**src/rtl/cpu_pkg.sv**
```systemverilog
// Shared fetch-side definitions: FSM state encoding, word geometry, default reset PC.
package cpu_pkg;

    localparam int          WORD_BYTES       = 4;
    localparam int          ALIGN_BITS       = $clog2(WORD_BYTES);
    localparam logic [31:0] DEFAULT_RESET_PC = 32'h0000_0000;

    typedef enum logic [1:0] {
        ST_FETCH = 2'd0,
        ST_WAIT  = 2'd1,
        ST_HOLD  = 2'd2,
        ST_HALT  = 2'd3
    } fetch_state_e;

    // True when the address is not on a word boundary.
    function automatic logic pc_misaligned(input logic [31:0] pc);
        return pc[ALIGN_BITS-1:0] != '0;
    endfunction

endpackage

```
**src/rtl/pc_register.sv**
```systemverilog
// 32-bit program counter register: synchronous reset to a fixed value, load enable.
module pc_register #(
    parameter logic [31:0] RESET_VAL = 32'h0000_0000
) (
    input  logic        clk_i,
    input  logic        rst_i,
    input  logic        load_i,
    input  logic [31:0] d_i,
    output logic [31:0] q_o
);

    logic [31:0] pc_q;

    // Reset wins; otherwise load only when enabled.
    always_ff @(posedge clk_i) begin
        if (rst_i)       pc_q <= RESET_VAL;
        else if (load_i) pc_q <= d_i;
    end

    assign q_o = pc_q;

endmodule

```
**src/rtl/pc_fetch_unit.sv**
```systemverilog
// Instruction fetch: request at curPC, wait for data, hold it for decode,
// advance (or stall) the PC on handshake, halt on a misaligned next PC.
module pc_fetch_unit
    import cpu_pkg::*;
#(
    parameter logic [31:0] RESET_PC = DEFAULT_RESET_PC
) (
    input  logic        CLK,
    input  logic        Reset,
    input  logic [31:0] nextPC,
    input  logic        PCWre,
    output logic [31:0] curPC,
    output logic        imem_req,
    output logic [31:0] imem_addr,
    input  logic        imem_gnt,
    input  logic        imem_rvalid,
    input  logic [31:0] imem_rdata,
    output logic [31:0] instr,
    output logic        instr_valid,
    input  logic        instr_ack,
    output logic        misalign,
    output logic [31:0] instr_count
);

    fetch_state_e state_q, state_d;
    logic [31:0]  instr_q, instr_count_q;
    logic         misalign_q;
    logic         handshake;
    logic [31:0]  pc_after;

    // PC the next fetch would use if a handshake completes now.
    assign pc_after = PCWre ? nextPC : curPC;

    pc_register #(.RESET_VAL(RESET_PC)) u_pc (
        .clk_i  (CLK),
        .rst_i  (Reset),
        .load_i (handshake && PCWre),
        .d_i    (nextPC),
        .q_o    (curPC)
    );

    // State register.
    always_ff @(posedge CLK) begin
        if (Reset) state_q <= ST_FETCH;
        else       state_q <= state_d;
    end

    // Next-state and per-state outputs.
    always_comb begin
        state_d     = state_q;
        imem_req    = 1'b0;
        instr_valid = 1'b0;
        handshake   = 1'b0;
        case (state_q)
            ST_FETCH: begin
                imem_req = 1'b1;
                if (imem_gnt) state_d = ST_WAIT;
            end
            ST_WAIT: begin
                if (imem_rvalid) state_d = ST_HOLD;
            end
            ST_HOLD: begin
                instr_valid = 1'b1;
                if (instr_ack) begin
                    handshake = 1'b1;
                    state_d   = pc_misaligned(pc_after) ? ST_HALT : ST_FETCH;
                end
            end
            ST_HALT: begin
                state_d = ST_HALT;
            end
            default: state_d = ST_FETCH;
        endcase
    end

    // Capture read data only while waiting for it; stray responses are dropped.
    always_ff @(posedge CLK) begin
        if (Reset)                                instr_q <= 32'h0;
        else if (state_q == ST_WAIT && imem_rvalid) instr_q <= imem_rdata;
    end

    // Sticky misalign flag and wrapping handshake counter.
    always_ff @(posedge CLK) begin
        if (Reset) begin
            misalign_q    <= 1'b0;
            instr_count_q <= 32'h0;
        end else if (handshake) begin
            instr_count_q <= instr_count_q + 32'd1;
            if (pc_misaligned(pc_after)) misalign_q <= 1'b1;
        end
    end

    assign imem_addr   = curPC;
    assign instr       = instr_q;
    assign misalign    = misalign_q;
    assign instr_count = instr_count_q;

endmodule
```
**config.mk**
```make
export PLATFORM = sky130hd
export DESIGN_NAME = pc_fetch_unit
export DESIGN_NICKNAME = d
export VERILOG_FILES = /design/src/rtl/cpu_pkg.sv /design/src/rtl/pc_register.sv /design/src/rtl/pc_fetch_unit.sv
export SDC_FILE = /design/constraint.sdc
export NUM_CORES = 1
export LEC_CHECK = 0
export CORE_MARGIN = 8
export CORE_UTILIZATION = 45
export DETAILED_ROUTE_END_ITERATION = 7
export DONT_BUFFER_PORTS = 1
export PLACE_DENSITY = 0.61
export SLEW_MARGIN = 20
export SYNTH_ARGS = -nofsm -noshare
export SYNTH_HDL_FRONTEND = slang
export SYNTH_SLANG_ARGS = --single-unit
```
**constraint.sdc**
```tcl
create_clock -name CLK -period 4.2 [get_ports CLK]
set_input_delay 1.05 -clock CLK [delete_from_list [all_inputs] [get_ports CLK]]
set_output_delay 1.05 -clock CLK [all_outputs]
set_load 0.03 [all_outputs]
```
Word-level counts from Yosys, hierarchy flattened
Cells that the tools add are included.
{ "word_totals": {"reg_bits": 99, "elab_cells": 28, "output_inout_bits": 131, "in_bits": 70} }
{ "classes": {"n_mux": 10, "reduce_logical": 6, "addsub": 1, "eq_ne": 6} }
{ "op_table": {"columns": ["cell", "count"], "rows": [
  ["$add A32 B1 Y32 const B", 1],
  ["$mux W2", 5],
  ["$pmux W2 S4", 1],
  ["$ne A2 B2 Y1 const B", 3],
  ["$eq A2 B2 Y1 const B", 2],
  ["$mux W1", 4],
  ["$reduce_and A3 Y1", 1],
  ["$eq A2 B1 Y1 const B", 1],
  ["$logic_and A1 B1 Y1", 2],
  ["$logic_not A2 Y1", 1],
  ["$reduce_and A2 Y1", 1],
  ["$reduce_bool A2 Y1", 1]
]} }

Longest topological paths before layout
{ "logic_depth": {"ltp_word": 5, "mapped_depth": 7, "mapped_depth_nobuf": 5} }

Hierarchy
A second synthesis with hierarchy kept.
{ "hier_totals": {"cells_unflattened": 473, "hier_area_um2": 4187.8} }
{ "by_module_without_submodules": {"columns": ["mod", "cells_per_inst", "area_each_um2", "instances"], "rows": [
  ["pc_fetch_unit", 370, 3024.2, 1],
  ["pc_register", 103, 1163.6, 1]
]} }

Least setup slack after synthesis
No wires, ideal clock.
{ "synth_path": {"kind": "input -> register", "startpoint": "in instr_ack", "endpoint": "reg instr_count_q[27], in the netlist instr_count[27]", "setup_slack_ps": 1658, "t_arrival_ps": 2418, "required_ps": 4077, "setup_ps": 123, "cell_stages": 5, "path_cell_list": "nand3b_1 > or4_1 > buf_2 > nor4_1 > mux2_1"} }
{ "synth_via": {"elab_chain_cells": 2} }
{ "synth_rtl": {"columns": ["item", "line", "rtl"], "rows": [
  ["start, declared", "pc_fetch_unit.sv:20", "input logic instr_ack,"],
  ["$mux W1", "pc_fetch_unit.sv:64", "if (instr_ack) begin"],
  ["$mux W1", "pc_fetch_unit.sv:54", "case (state_q)"],
  ["end signal, assigned", "pc_fetch_unit.sv:88", "instr_count_q <= instr_count_q + 32'd1;"],
  ["end, declared", "pc_fetch_unit.sv:26", "logic [31:0] instr_q, instr_count_q;"]
]} }
No other way between the ends.
A chain may end at the register's enable or synchronous reset.

Worst setup path after layout
{ "layout_path": {"startpoint": "reg instr_count_q[0], in the netlist instr_count[0]", "endpoint": "reg instr_count_q[24], in the netlist instr_count[24]"} }
{ "layout_via": {"elab_chain_cells": 1} }
{ "layout_rtl": {"columns": ["item", "line"], "rows": [
  ["$add A32 B1 Y32", "pc_fetch_unit.sv:88"]
]} }
No other way between the ends.

==> impl_metrics.csv <==
group,metric,value,unit
outcome,status,"finished clean",
flow_run,drv_cap,0,
setup_path,slowest_stage,"or4_1",
sta,relSlewSlack,0.311,
synthesis,synth-seq-area-share,0.482,
setup_path,max_stage_delay,0.75,ns
power_and_ir_drop,clkPwrFrac,0.384,
cts,cts_buffers,9,
route,drcViolationCount,0,
sta,final_hold_viol_count,0,
synthesis,synth.most_common_cell,"nand2_1",
finish,multi_input_area,1730,um^2
cts,htreeDepth,3,
sta,finalCritPeriodShare,0.649,
finish,regArea,1980,um^2
cts,clockBufferDepth,2,
cts,clkLatencyLatePin,0.36,ns
synthesis,ys_warn_count,0,
route,vias,3313,
grt,antenna_found_initial,0,
floorplanning,die_w,112,um
floorplanning,dieArea,12400,um^2
place,pre_cts_ws,1.29,ns
sta,fin_ws,1.47,ns
synthesis,yosys-top-cells-area,"dfxtp_1, nand2_1, a21oi_1",
place,gp_congestion,0.711,
power_and_ir_drop,p_leak,1.28,nW
setup_path,cp_cell_sequence,"ha_1 -> nand4b_2 -> or4_1 -> nor4_1 -> mux2_1",
setup_path,reg2reg_depth,5,
setup_path,worstSetupPathType,"register to register",
sta,fin_skew,0.0145,ns
power_and_ir_drop,p_comb_frac,0.034,
synthesis,synth_ff_type,"dfxtp_1",
finish,diodes,0,
synthesis,synth_edf_count,0,
synthesis,netlist_area,4110,um^2
synthesis,synth.avg_cell_area,7.96,um^2
sta,fmax,0.367,GHz
synthesis,synth_seq_cells,99,
finish,drive_above_1_share,0.0405,
power_and_ir_drop,p_switching,0.442,mW
min_path,min_path_cells,2,
cts,cts_resized,0,
synthesis,synthCells,516,
synthesis,synthArstFlopShare,0,
synthesis,synthDistinctLibCells,33,
sta,slew_violations,0,
cts,cts_tree,"built",
power_and_ir_drop,ir_worst_vdd,223,uV
grt,track_usage,0.155,
synthesis,synth_area_leader_cell,"dfxtp_1",
grt,grt_pass1_vias,3079,
finish,nets,535,
power_and_ir_drop,p_int,1.32,mW
synthesis,yosysTopAreaCellShare,0.482,
floorplanning,ios,201,
sta,grt_setup_unrepaired,"false",
power_and_ir_drop,power_density,428,nW/um^2
sta,worstMarginPinSlew,1.03,ns
power_and_ir_drop,p_seq_frac,0.582,
place,hpwl,7.06,mm
setup_path,crit_path_end_kind,"register",
grt,grt_max_degree,103,
cts,clk_pin_slew,0.10,ns
route,firstDrtPassIters,5,
floorplanning,die-height,112,um
floorplanning,initial_core_util,0.453,
finish,area_growth,0.122,%
grt,overflow,0,
setup_path,cp_max_fo,17,
sta,min_period,2.73,ns
route,viasPerCell,5.71,
route,drt.antenna.violating_nets,0,
finish,n_fill_cell,904,
setup_path,arrival,2.98,ns
power_and_ir_drop,p_sw_frac,0.251,
sta,setup_tns,0,ns
min_path,hp-class,"register to register",
floorplanning,core,9060,um^2
place,port_buffers,0,
synthesis,synthesis.nets,587,
sta,setup_viol_count_final,0,
setup_path,startpoint_type,"register",
grt,grt_pass1_wl,16.1,mm
route,wl_per_cell,17.5,um
synthesis,synthTopCellsByCount,"nand2_1, dfxtp_1, a21oi_1",
setup_path,cp.required,4.45,ns
cts,cts_setup_buffers,0,
cts,root_buffer,"clkbuf_8",
route,drt-total-wl,10.1,mm
route,drtIter0Drc,217,
cts,postCtsHoldBufs,0,
cts,cts_sinks,99,
floorplanning,fp-row-count,35,
[registers in the layout, summed over array words and instances, names as in the netlist]
name and count:
instr 32, instr_count 32, u_pc.q_o 32, state_q 2, misalign 1
[layout by cell type (no fill, tap or decap), types with 2 or more instances in the layout]
master       n
inv_1        8
mux2_1       3
a21oi_1     86
dfxtp_1     99
or3_1        6
nor2b_1      4
o21ai_0      3
xor2_1       5
nand4_1     10
o21ai_1      6
clkbuf_1     2
nor2_1      17
clkbuf_8     9
nor4_1       4
nand2_1    140
or4_1       16
nor3_1       3
bufinv_16    2
and4_1       2
nand3b_1     2
nand3_1     10
o31ai_1     11
buf_4        2
and3_1       3
xnor2_1      4
[layout make-up]
| type | count | area share |
|---|---|---|
| clock inverters | 5 | 0.0207 |
| well taps | 111 | 0.0338 |
| inverters | 8 | 0.00730 |
| repair buffers | 2 | 0.00365 |
| clock buffers | 11 | 0.0319 |
| flip-flops and latches | 99 | 0.482 |
| multi-input cells | 344 | 0.421 |
[critical path: cells and delay by family, from the launching register on]
kind | cells | cell delay [ns]
adders and majority gates | 1 | 0.26
DFF | 1 | 0.65
muxes | 1 | 0.35
and+or+nand+nor | 3 | 1.36
[worst paths after layout]
path | from | end | slack, ns
hold / removal | instr[19]$_SDFFE_PP0P_ | instr[19]$_SDFFE_PP0P_ | 0.61
hold reg to reg | instr[19]$_SDFFE_PP0P_ | instr[19]$_SDFFE_PP0P_ | 0.61
setup / recovery | instr_count[0]$_SDFFE_PP0P_ | instr_count[24]$_SDFFE_PP0P_ | 1.47
setup reg to reg | instr_count[0]$_SDFFE_PP0P_ | instr_count[24]$_SDFFE_PP0P_ | 1.47
[routing by layer]
layer | track usage | wire (um) | vias to the layer above
li1 | - | - | 1611
met2 | 0.244 | 4620 | 149
met1 | 0.173 | 4130 | 1543
met5 | 0 | 0 | -
met3 | 0.0904 | 1280 | 10
met4 | 0.0474 | 119 | 0
[through the flow]
step                      utilization  hold WS (ns)  instances  cell area (um^2)  power (mW)
after CTS                       0.453         0.611        580              4110        1.78
after floorplan                     -         0.534        516              4110        1.11
final                           0.454         0.615        580              4110        1.76
after global placement          0.429         0.594        564              3890        1.11
after detailed placement        0.429         0.599        564              3890        1.11
after global routing            0.454         0.636        580              4110        1.82
[cell families (layout without fill, tap and decap cells)]
kind of cell             after synthesis  count (layout)  synth area share
AO/OA/AOI/OAI                        109             109             0.142
XOR/XNOR                               9               9            0.0192
adder cells (fa/ha/maj)                1               1           0.00304
buffers and inverters                 73              26            0.0981
flip-flops                            99              99             0.482
multiplexers                           3               3           0.00822
AND/OR/NAND/NOR                      222             222             0.248
[power groups by stage]
stage	sequential, mW	combinational (mW)	clock (mW)
floorplan	1.03	0.0782	0
global placement	1.05	0.0574	0
detailed placement	1.05	0.0604	0
CTS	1.03	0.0601	0.693
global route	1.03	0.0671	0.727
finish	1.03	0.0594	0.676
Power figures use the tool's default switching activity.
